==> src/rtl/pll_lock_sequencer_if.sv <==
// PLL lock/reset handshake bundle between the lock sequencer (master) and the PLL/reset consumers (slave).
interface pll_lock_sequencer_if #(
    parameter int NDOMAINS = 4
);
    logic                pll_locked;
    logic                force_relock;
    logic                pll_rst;
    logic [NDOMAINS-1:0] domain_rst;
    logic                all_ready;
    logic [7:0]          relock_cnt;

    modport master (
        input  pll_locked,
        input  force_relock,
        output pll_rst,
        output domain_rst,
        output all_ready,
        output relock_cnt
    );

    modport slave (
        output pll_locked,
        output force_relock,
        input  pll_rst,
        input  domain_rst,
        input  all_ready,
        input  relock_cnt
    );
endinterface

==> src/rtl/pll_lock_sequencer.sv <==
// Pulses PLL reset until lock is stable, then releases per-domain resets one by one.
// Every output is registered and derived from the next FSM state.
module pll_lock_sequencer #(
    parameter int NDOMAINS            = 4,
    parameter int PLL_RST_CYCLES      = 16,
    parameter int LOCK_TIMEOUT_CYCLES = 65536,
    parameter int LOCK_STABLE_CYCLES  = 1024,
    parameter int STAGGER_CYCLES      = 8
) (
    input  logic                   clk,
    input  logic                   rst_n,
    pll_lock_sequencer_if.master   bus
);
    localparam int MAX_A   = (PLL_RST_CYCLES > LOCK_TIMEOUT_CYCLES) ? PLL_RST_CYCLES : LOCK_TIMEOUT_CYCLES;
    localparam int MAX_B   = (LOCK_STABLE_CYCLES > STAGGER_CYCLES) ? LOCK_STABLE_CYCLES : STAGGER_CYCLES;
    localparam int CNT_MAX = (MAX_A > MAX_B) ? MAX_A : MAX_B;
    localparam int CNT_W   = $clog2(CNT_MAX);
    localparam int IDX_W   = (NDOMAINS > 1) ? $clog2(NDOMAINS) : 1;

    localparam logic [CNT_W-1:0] PLL_LAST     = CNT_W'(PLL_RST_CYCLES - 1);
    localparam logic [CNT_W-1:0] TIMEOUT_LAST = CNT_W'(LOCK_TIMEOUT_CYCLES - 1);
    localparam logic [CNT_W-1:0] STABLE_LAST  = CNT_W'(LOCK_STABLE_CYCLES - 1);
    localparam logic [CNT_W-1:0] STAGGER_LAST = CNT_W'(STAGGER_CYCLES - 1);
    localparam logic [IDX_W-1:0] IDX_LAST     = IDX_W'(NDOMAINS - 1);

    typedef enum logic [2:0] {
        S_PLLRST,
        S_WAIT_LOCK,
        S_STABLE,
        S_RELEASE,
        S_RUN
    } state_t;

    state_t              state, state_nx;
    logic [CNT_W-1:0]    count, count_nx;
    logic [IDX_W-1:0]    idx, idx_nx;
    logic [7:0]          relock_q, relock_nx;
    logic [NDOMAINS-1:0] domain_q, domain_nx;
    logic                pll_rst_q, pll_rst_nx;
    logic                all_ready_q, all_ready_nx;
    logic                sync_p0, sync_p1;
    logic                lk;

    // synchronizer stage boundary: pll_locked -> sync_p0 -> sync_p1
    always_ff @(posedge clk or negedge rst_n) begin
        if (!rst_n) begin
            sync_p0 <= 1'b0;
            sync_p1 <= 1'b0;
        end else begin
            sync_p0 <= bus.pll_locked;
            sync_p1 <= sync_p0;
        end
    end

    assign lk = sync_p1;

    always_comb begin
        state_nx  = state;
        count_nx  = count;
        idx_nx    = idx;
        relock_nx = relock_q;
        case (state)
            S_PLLRST: begin
                if (count == PLL_LAST) begin
                    state_nx = S_WAIT_LOCK;
                    count_nx = '0;
                end else begin
                    count_nx = count + 1'b1;
                end
            end
            S_WAIT_LOCK: begin
                if (lk) begin
                    state_nx = S_STABLE;
                    count_nx = '0;
                end else if (count == TIMEOUT_LAST) begin
                    state_nx = S_PLLRST;
                    count_nx = '0;
                end else begin
                    count_nx = count + 1'b1;
                end
            end
            S_STABLE: begin
                if (!lk) begin
                    state_nx = S_WAIT_LOCK;
                    count_nx = '0;
                end else if (count == STABLE_LAST) begin
                    state_nx = S_RELEASE;
                    count_nx = '0;
                    idx_nx   = '0;
                end else begin
                    count_nx = count + 1'b1;
                end
            end
            S_RELEASE, S_RUN: begin
                if (!lk) begin
                    state_nx  = S_WAIT_LOCK;
                    count_nx  = '0;
                    relock_nx = (relock_q == 8'hFF) ? relock_q : relock_q + 8'd1;
                end else if (state == S_RELEASE) begin
                    if (count == STAGGER_LAST) begin
                        count_nx = '0;
                        if (idx == IDX_LAST) state_nx = S_RUN;
                        else                 idx_nx   = idx + 1'b1;
                    end else begin
                        count_nx = count + 1'b1;
                    end
                end
            end
            default: begin
                state_nx = S_PLLRST;
                count_nx = '0;
            end
        endcase

        // A forced relock overrides any lock-loss bookkeeping from the same cycle
        if (bus.force_relock && state != S_PLLRST) begin
            state_nx  = S_PLLRST;
            count_nx  = '0;
            relock_nx = relock_q;
        end

        pll_rst_nx   = (state_nx == S_PLLRST);
        all_ready_nx = (state_nx == S_RUN);
        for (int i = 0; i < NDOMAINS; i++) begin
            domain_nx[i] = 1'b1;
            if (state_nx == S_RUN)
                domain_nx[i] = 1'b0;
            else if (state_nx == S_RELEASE && int'(idx_nx) >= i)
                domain_nx[i] = 1'b0;
        end
    end

    // state/output register boundary
    always_ff @(posedge clk or negedge rst_n) begin
        if (!rst_n) begin
            state       <= S_PLLRST;
            count       <= '0;
            idx         <= '0;
            relock_q    <= '0;
            domain_q    <= '1;
            pll_rst_q   <= 1'b1;
            all_ready_q <= 1'b0;
        end else begin
            state       <= state_nx;
            count       <= count_nx;
            idx         <= idx_nx;
            relock_q    <= relock_nx;
            domain_q    <= domain_nx;
            pll_rst_q   <= pll_rst_nx;
            all_ready_q <= all_ready_nx;
        end
    end

    assign bus.pll_rst    = pll_rst_q;
    assign bus.domain_rst = domain_q;
    assign bus.all_ready  = all_ready_q;
    assign bus.relock_cnt = relock_q;
endmodule
==> src/flat_wrapper.sv <==
// flat-port wrapper written by rule: the top's interface ports become plain ports
module pll_lock_sequencer_flat 
#(
    parameter int NDOMAINS            = 4,
    parameter int PLL_RST_CYCLES      = 16,
    parameter int LOCK_TIMEOUT_CYCLES = 65536,
    parameter int LOCK_STABLE_CYCLES  = 1024,
    parameter int STAGGER_CYCLES      = 8
)
  (clk, rst_n, bus_pll_locked, bus_force_relock, bus_pll_rst, bus_domain_rst, bus_all_ready, bus_relock_cnt);
  pll_lock_sequencer_if #(.NDOMAINS(NDOMAINS)) bus_i ();
  input  logic clk;
  input  logic rst_n;
  input wire logic [$bits(bus_i.pll_locked)-1:0] bus_pll_locked;
  input wire logic [$bits(bus_i.force_relock)-1:0] bus_force_relock;
  output wire logic [$bits(bus_i.pll_rst)-1:0] bus_pll_rst;
  output wire logic [$bits(bus_i.domain_rst)-1:0] bus_domain_rst;
  output wire logic [$bits(bus_i.all_ready)-1:0] bus_all_ready;
  output wire logic [$bits(bus_i.relock_cnt)-1:0] bus_relock_cnt;
  assign bus_i.pll_locked = bus_pll_locked;
  assign bus_i.force_relock = bus_force_relock;
  assign bus_pll_rst = bus_i.pll_rst;
  assign bus_domain_rst = bus_i.domain_rst;
  assign bus_all_ready = bus_i.all_ready;
  assign bus_relock_cnt = bus_i.relock_cnt;
  pll_lock_sequencer #(.NDOMAINS(NDOMAINS), .PLL_RST_CYCLES(PLL_RST_CYCLES), .LOCK_TIMEOUT_CYCLES(LOCK_TIMEOUT_CYCLES), .LOCK_STABLE_CYCLES(LOCK_STABLE_CYCLES), .STAGGER_CYCLES(STAGGER_CYCLES)) u_core (.clk(clk), .rst_n(rst_n), .bus(bus_i));
endmodule
==> config.mk <==
export PLATFORM = sky130hd
export DESIGN_NAME = pll_lock_sequencer_flat
export DESIGN_NICKNAME = d
export VERILOG_FILES = /design/src/rtl/pll_lock_sequencer_if.sv /design/src/rtl/pll_lock_sequencer.sv /design/src/flat_wrapper.sv
export SDC_FILE = /design/constraint.sdc
export NUM_CORES = 1
export LEC_CHECK = 0
export ABC_AREA = 1
export BUFFER_PORTS_ARGS = -buffer_cell sky130_fd_sc_hd__buf_2
export CORE_MARGIN = 2
export CORE_UTILIZATION = 60
export DETAILED_ROUTE_END_ITERATION = 6
export PLACE_DENSITY = 0.8
export SLEW_MARGIN = 15
export SYNTH_ARGS = -nofsm -noshare
export SYNTH_HDL_FRONTEND = slang
export SYNTH_SLANG_ARGS = --single-unit
export TNS_END_PERCENT = 50
==> constraint.sdc <==
create_clock -name clk -period 2.35 [get_ports clk]
set_clock_uncertainty 0.1 [all_clocks]
set_input_delay 0.47 -clock clk [delete_from_list [all_inputs] [get_ports clk]]
set_output_delay 0.47 -clock clk [all_outputs]
set_load 0.03 [all_outputs]
==> metrics.md, run 1 <==
| Metric | Value |
|---|---|
| Register bit total from synthesis | `37` |
| Vias | `2,128` |
| Max-cap viol count | `0` |
| Flop pwr share | `0.405` |
| Max Freq | `between 400 and 500 MHz` |
| Met2 WL post-DR | `2380 um` |
| Slew @ Worst Pin | `0.783 ns` |
| First-pass GRT wire length | `8660 um` |
| Area share of the largest cell type after synthesis | `0.349` |
| Grt total ovfl | `0` |
| CTS Buf Count | `5` |
| Mapped Cells | `roughly 320` |
| Crit. End Element | `register` |
| Hold-fix buffers, CTS | `0` |
| H-tree depth | `2` |
| Detailed Route Iter0 Violations | `about 190` |
| Post-route setup TNS | `0 ns` |
| CTS tree | `built` |
| Gr usage total | `0.265` |
| Post-CTS setup buffer count | `0` |
| Final Setup Violations | `0` |
| Combinational Power Share | `0.362` |
| Crit path max-delay cell type | `a311oi_4` |
| Slew margin rel. | `0.478` |
| Psw | `around 840 uW` |
| Clock network power share | `0.233` |
| Post-Synth Adder-Cell Area | `0.0109` |
| DPL Wire Length | `3560 um` |
| Crit share post-route | `0.897` |
| CTS-repair resized insts | `0` |
| Lkg Pwr | `roughly 0.0013 uW` |
| Status | `complete, no violations` |
| Worst-case vdd ir drop | `0.672 mV` |
| I/O pins | `18` |
| Internal power | `1250 uW` |
| Horiz. Die Dim | `65.8 um` |
| Crit-path cells | `o21ai_2, nand2_2, nor2_2, inv_2, a311oi_4, nand2_1, nor2_1, nor2_1` |
| Die height | `65.8 um` |
| CP Launch Type | `register` |
| Synth Area in XOR/XNOR | `0.0344` |
| Share of cells above drive strength 1 | `0.165` |
| Arr. time, crit path | `roughly 2.2 ns` |
| Total power | `~2100 uW` |
| Largest net degree at the start of global routing | `38` |
| Synth Area in Compound Gates | `0.0961` |
| Post-synthesis sequential area ratio | `0.407` |
| Synthesized netlist net count | `around 330` |
| Post-Route WL | `4930 um` |
| Number of distinct library cells after synthesis | `30` |
| Final net count | `351` |
| Cell area after synthesis | `2290 um^2` |
| Input/output buffers | `17` |
| Post-layout minimum cycle time | `2.11 ns` |
| Worst stage delay on the critical path | `0.54 ns` |
| Synth warn | `0` |
| Clk_lat worst skew | `0.29 ns` |
| DRT antenna net count | `0` |
| Largest family of logic cells by synthesized area | `simple AND/OR/NAND/NOR gates` |
| Mux contribution to synthesized area | `0` |
| HP Class | `in2async` |
| Endpoints failing hold | `0` |
| Synth area leader | `dfrtp_1` |
| Max Used Layer | `met4` |
| Clock sink count | `37` |
| GPL Wtd Cong | `0.898` |
| Sw Share | `0.401` |
| Vias/cell | `around 5.4` |
| R2r startpoint | `u_core.state[1]` |
| Power density cells | `823 nW/um^2` |
| Crit Path Class | `reg2reg` |
| RSZ-0062 raised after global routing | `false` |
| Final max-slew violation count | `0` |
| Vias in the first global route | `1,989` |
| Filler instances | `between 300 and 400` |
| Initial antenna violation count | `0` |
| Root buffer cell | `clkbuf_8` |
| Met3 WL | `233 um` |
| Longest Clk Path Bufs | `2` |
| Antenna fix cells | `0` |
| WL/cell | `between 10 and 15 um` |
| Syn_area_per_cell | `about 7.1 um^2` |
| Simple-Gate Fraction of Synth Area | `0.357` |
| Dominant cells by area after synthesis | `dfrtp_1 (35%), nand2_1 (15%), nand3_1 (7.2%), inv_1 (6.7%), dfstp_2 (5.7%)` |
| CP dominant cell by count | `nor2_1` |
| FF-to-FF path depth | `8` |
| DR pass1 iterations | `5` |
| Cell row count | `22` |
| # DRC | `0` |
| DIE AREA | `4330 um^2` |
| Metal1 wirelength | `between 2000 and 2500 um` |
| Starting Density | `0.626` |
| Critical path fanouts, max | `15` |
| Core Box Area | `3660 um^2` |
| Worst R2R Setup Slack | `0.24 ns` |
| WP data required | `around 2.4 ns` |
| Area grow syn2layout | `10.4%` |
| R2R Path End | `u_core.bus.relock_cnt[6]` |
| Clock-pin transition on the worst setup and hold timing paths | `0.07 ns` |
==> critical path, delay by kind of cell (launching register included) <==
family | cells | cell delay [ns]
buffers and inverters | 1 | 0.07
AND/OR/NAND/NOR | 5 | 0.52
flip-flops | 1 | 0.51
AO/OA/AOI/OAI | 2 | 0.79
==> flip-flops by register name (all words and copies together) (netlist names) <==
name	cells
u_core.bus.pll_rst	1
u_core.state	3
u_core.sync_p0	1
u_core.bus.domain_rst	4
u_core.count	16
u_core.idx	2
u_core.bus.relock_cnt	8
u_core.bus.all_ready	1
u_core.lk	1
==> cells in the final DEF (no fill, tap or decap), types with 2 or more instances in the layout <==
cell      count
a21oi_1      10
buf_2        17
buf_4         3
clkbuf_8      7
dfrtp_1      32
dfstp_2       5
ha_1          2
inv_1        41
inv_2         9
nand2_1      91
nand2_2       4
nand3_1      33
nand4_1      12
nor2_1       33
nor2_2        4
nor3_1        6
nor3_2        2
o211ai_1      2
o21ai_0       3
o21ai_1       8
o21ai_2       3
o31ai_1       2
xor2_1        9
==> kinds of logic after synthesis <==
logic type	count (synthesis)
simple gates	187
buf+inv	55
xor+xnor	9
flops	37
compound gates	33
fa+ha+maj	2
==> per-layer routing <==
metal | vias to the layer above | GRT usage
met4 | 0 | 0.133
met1 | 974 | 0.331
met5 | - | 0
met2 | 59 | 0.444
li1 | 1085 | -
met3 | 10 | 0.0392
==> power groups by stage <==
| stage | logic [uW] | clock network (uW) | registers [uW] |
|---|---|---|---|
| CTS | 757 | 497 | 843 |
| finish | 754 | 485 | 844 |
| detailed placement | 754 | 0 | 852 |
| global placement | 744 | 0 | 851 |
| floorplan | 516 | 0 | 886 |
| global route | 863 | 512 | 863 |
==> layout make-up <==
cell class	count	area, um^2	share of cell area
flip-flops and latches	37	932	0.368
inverters	50	188	0.0741
clock buffers	7	96.3	0.0381
well taps	48	60.1	0.0237
multi-input cells	231	1140	0.451
repair buffers	20	108	0.0425
clock inverters	1	5.00	0.00198
==> cell usage after synthesis <==
library cell  number
a21oi_1           10
a21oi_2            1
a311oi_4           1
a31oi_1            1
buf_2              3
buf_6              1
clkbuf_1           1
dfrtp_1           32
dfstp_2            5
ha_1               2
inv_1             41
inv_2              9
nand2_1           91
nand2_2            4
nand3_1           33
nand4_1           12
nor2_1            33
nor2_2             4
nor3_1             6
nor3_2             2
nor4_1             1
o2111ai_1          1
o211ai_1           2
o21ai_0            3
o21ai_1            8
o21ai_2            3
o221ai_1           1
o31ai_1            2
or2_1              1
xor2_1             9
==> metrics by stage <==
stage          setup slack, ns  utilization  hold WS [ns]  std cells  area, um^2
3_3_place_gp             0.314        0.664         0.235        386        2430
6_report                 0.243        0.691         0.155        394        2530
5_1_grt                0.00461        0.691         0.175        394        2530
2_1_floorplan            0.378            -        0.0744        323        2290
4_1_cts                  0.252        0.691         0.174        394        2530
3_5_place_dp             0.302        0.664         0.240        386        2430
==> how the worst max path moves through the flow <==
stage	end	cells after the start	from	slack, ns
2_1_floorplan	u_core.bus.relock_cnt[2]	7	u_core.bus.relock_cnt[0]	0.38
3_3_place_gp	u_core.bus.relock_cnt[6]	8	u_core.state[1]	0.31
3_5_place_dp	u_core.bus.relock_cnt[6]	8	u_core.state[1]	0.30
4_1_cts	u_core.bus.relock_cnt[6]	8	u_core.state[1]	0.25
5_1_grt	u_core.bus.relock_cnt[6]	8	u_core.state[1]	0.005
6_report	u_core.bus.relock_cnt[6]	8	u_core.state[1]	0.24
No activity file was read; power rests on OpenSTA's default activity.
==> run 2, diff against run 1 <==
Settings changed: CELL_PAD_IN_SITES_DETAIL_PLACEMENT from default to 0, CELL_PAD_IN_SITES_GLOBAL_PLACEMENT from default to 1, CORE_MARGIN 2 to default, CORE_UTILIZATION 60 to 43, PLACE_DENSITY 0.8 to default, PLACE_DENSITY_LB_ADDON from default to 0.1.
==> run 2 against run 1 <==
Flip-flop and latch count unchanged. Worst hold slack got worse by 0.040 ns. Die area rose by 30%. Critical path type unchanged. Sequential share of layout area fell by 0.71 points. Worst setup slack improved by 0.0035 ns. Combinational power is 5.7% higher. Critical path depth stayed put. Register-to-register slack is essentially flat. Power up 0.23%. Count of clock-buffer cells in the layout down 2. First-iteration DRC count down 43%. Cell count up 6.9%.
==> metrics.md, run 2 (synthesis gave the netlist of run 1 again) <==
| Metric | Value |
|---|---|
| Final net count | `356 (+1.4%)` |
| Post-CTS setup buffer count | `0 (unchanged)` |
| Slew @ Worst Pin | `0.661 ns (-0.123 ns)` |
| Commonest cells after routing, fill and taps aside | `nand2_1 (91), inv_1 (41), nand3_1 (33), nor2_1 (33), dfrtp_1 (32)` |
| Top Family by Delay on Critical Path | `compound AO/OA/AOI/OAI gates` |
| Max FFs per register | `16 (unchanged)` |
| Final Setup Violations | `0 (unchanged)` |
| Grt total ovfl | `0 (unchanged)` |
| CP bufs+invs | `1 (unchanged)` |
| Crit-path cells | `o21ai_2, nand2_2, nor2_2, inv_2, a311oi_4, nand2_1, nor2_1, nor2_1` |
| Clock network power share | `0.215 (-0.018)` |
| Arr. time, crit path | `2.19 ns (about the same)` |
| Share of cells above drive strength 1 | `0.177 (+0.0119)` |
| Final max-slew violation count | `0 (unchanged)` |
| Psw | `888 uW (+6.3%)` |
| Placed instance area | `2490 um^2 (+2.7%)` |
| Longest Clk Path Bufs | `2 (unchanged)` |
| Worst R2R Setup Slack | `0.25 ns (about the same)` |
| RSZ-0062 raised after global routing | `false` |
| Input/output buffers | `17 (unchanged)` |
| Post-Route WL | `5500 um (+12%)` |
| WL/cell | `13.1 um (+4.5%)` |
| Detailed Route Iter0 Violations | `107 (-43%)` |
| CP Launch Type | `register` |
| Vias/cell | `5.11 (-5.4%)` |
| Slew margin rel. | `0.560 (+0.0818)` |
| Commonest non-fill, non-tap cell in the layout | `nand2_1` |
| Endpoints failing hold | `0 (unchanged)` |
| GPL Wtd Cong | `0.876 (-2.4%)` |
| Worst stage delay on the critical path | `0.56 ns (+0.02 ns)` |
| Post-route setup TNS | `0 ns (unchanged)` |
| Vias in the first global route | `2,005 (+0.80%)` |
| Worst-case vdd ir drop | `0.415 mV (-38%)` |
| Crit Path Class | `reg2reg` |
| Clock sink count | `37 (unchanged)` |
| CP dominant cell by count | `nor2_1` |
| Starting Density | `0.449 (-0.177)` |
| Core Box Area | `5110 um^2 (+40%)` |
| Pre-CTS setup slack | `0.233 ns (-0.0693 ns)` |
| Gr usage total | `0.218 (-0.0463)` |
| HP Class | `in2async` |
| Power density cells | `809 nW/um^2 (-1.7%)` |
| Max-cap viol count | `0 (unchanged)` |
| Crit share post-route | `0.895 (-0.00149)` |
| DR pass1 iterations | `4 (-1)` |
| Total power | `2090 uW (+0.23%)` |
| Lkg Pwr | `0.00132 uW (+1.1%)` |
| Hold_ws | `0.115 ns (-0.0399 ns)` |
| Crit. End Element | `register` |
| # DRC | `0 (unchanged)` |
| Clk_lat worst skew | `0.29 ns (about the same)` |
| Hold-fix buffers, CTS | `0 (unchanged)` |
| CTS-repair resized insts | `0 (unchanged)` |
| Critical path fanouts, max | `15 (unchanged)` |
| Sw Share | `0.425 (+0.0242)` |
| Combinational Power Share | `0.382 (+0.020)` |
| H-tree depth | `2 (unchanged)` |
| DRT antenna net count | `0 (unchanged)` |
| Internal power | `1200 uW (-3.8%)` |
| Clock-pin transition on the worst setup and hold timing paths | `0.08 ns (about the same)` |
| CTS Buf Count | `5 (unchanged)` |
| Area grow syn2layout | `12.6%` |
| DIE AREA | `5630 um^2 (+30%)` |
| Die height | `75.0 um (+14%)` |
| WP data required | `2.43 ns (about the same)` |
| I/O pins | `18 (unchanged)` |
| Initial antenna violation count | `0 (unchanged)` |
| Post-route cell area | `2580 um^2 (+2.0%)` |
| Antenna fix cells | `0 (unchanged)` |
| First-pass GRT wire length | `9180 um (+6.1%)` |
| Crit path max-delay cell type | `a311oi_4` |
| Cell row count | `26 (+18%)` |
| Top reg by flops | `u_core.count` |
| Post-layout minimum cycle time | `2.10 ns (-0.00350 ns)` |
| DPL Wire Length | `4080 um (+14%)` |
| Fin worst setup slack | `0.246 ns (+0.00350 ns)` |
| Max Freq | `475 MHz (+0.17%)` |
| Status | `complete, no violations` |
| Vias | `2,150 (+1.0%)` |
| Root buffer cell | `clkbuf_8` |
| CTS tree | `built` |
| Horiz. Die Dim | `75.0 um (+14%)` |
| Largest net degree at the start of global routing | `38 (unchanged)` |
| Flop pwr share | `0.403 (-0.002)` |
## run 2: final timing paths
| kind | from | endpoint | depth (start not counted) |
|---|---|---|---|
| setup / recovery | u_core.state[1] | u_core.bus.relock_cnt[6] | 8 |
| hold / removal | rst_n | u_core.count[3] | 2 |
| setup reg to reg | u_core.state[1] | u_core.bus.relock_cnt[6] | 8 |
| hold reg to reg | u_core.sync_p0 | u_core.lk | 0 |
| max in group asynchronous | rst_n | u_core.bus.domain_rst[1] | 2 |
| min in group clk | bus_pll_locked | u_core.sync_p0 | 1 |
## run 2: final cells by class
type                    instances  area (um^2)
fillers                       536         2530
inverters                      50          188
flip-flops and latches         37          932
repair buffers                 25          145
multi-input cells             231         1140
well taps                      70         87.6
clock buffers                   5         68.8
clock inverters                 3         17.5
## run 2: through the flow
| stage | utilization | std cells |
|---|---|---|
| after floorplan | - | 323 |
| after global routing | 0.505 | 421 |
| after detailed placement | 0.488 | 413 |
| after CTS | 0.505 | 421 |
| final | 0.505 | 421 |
| after global placement | 0.488 | 413 |
## run 2: per-layer routing
metal  vias to the layer above  GRT usage  routed length (um)
met4                         0     0.0566                  48
met5                         -          0                   0
met1                      1006      0.298                2660
li1                       1093          -                   -
met3                         4     0.0321                 165
met2                        47      0.364                2620
## run 2: power by group through the flow
stage                     sequential [uW]  clock (uW)  combinational (uW)
after detailed placement              853           0                 795
after global routing                  859         483                 911
after global placement                853           0                 795
final                                 841         450                 797
after CTS                             842         457                 799
after floorplan                       886           0                 516
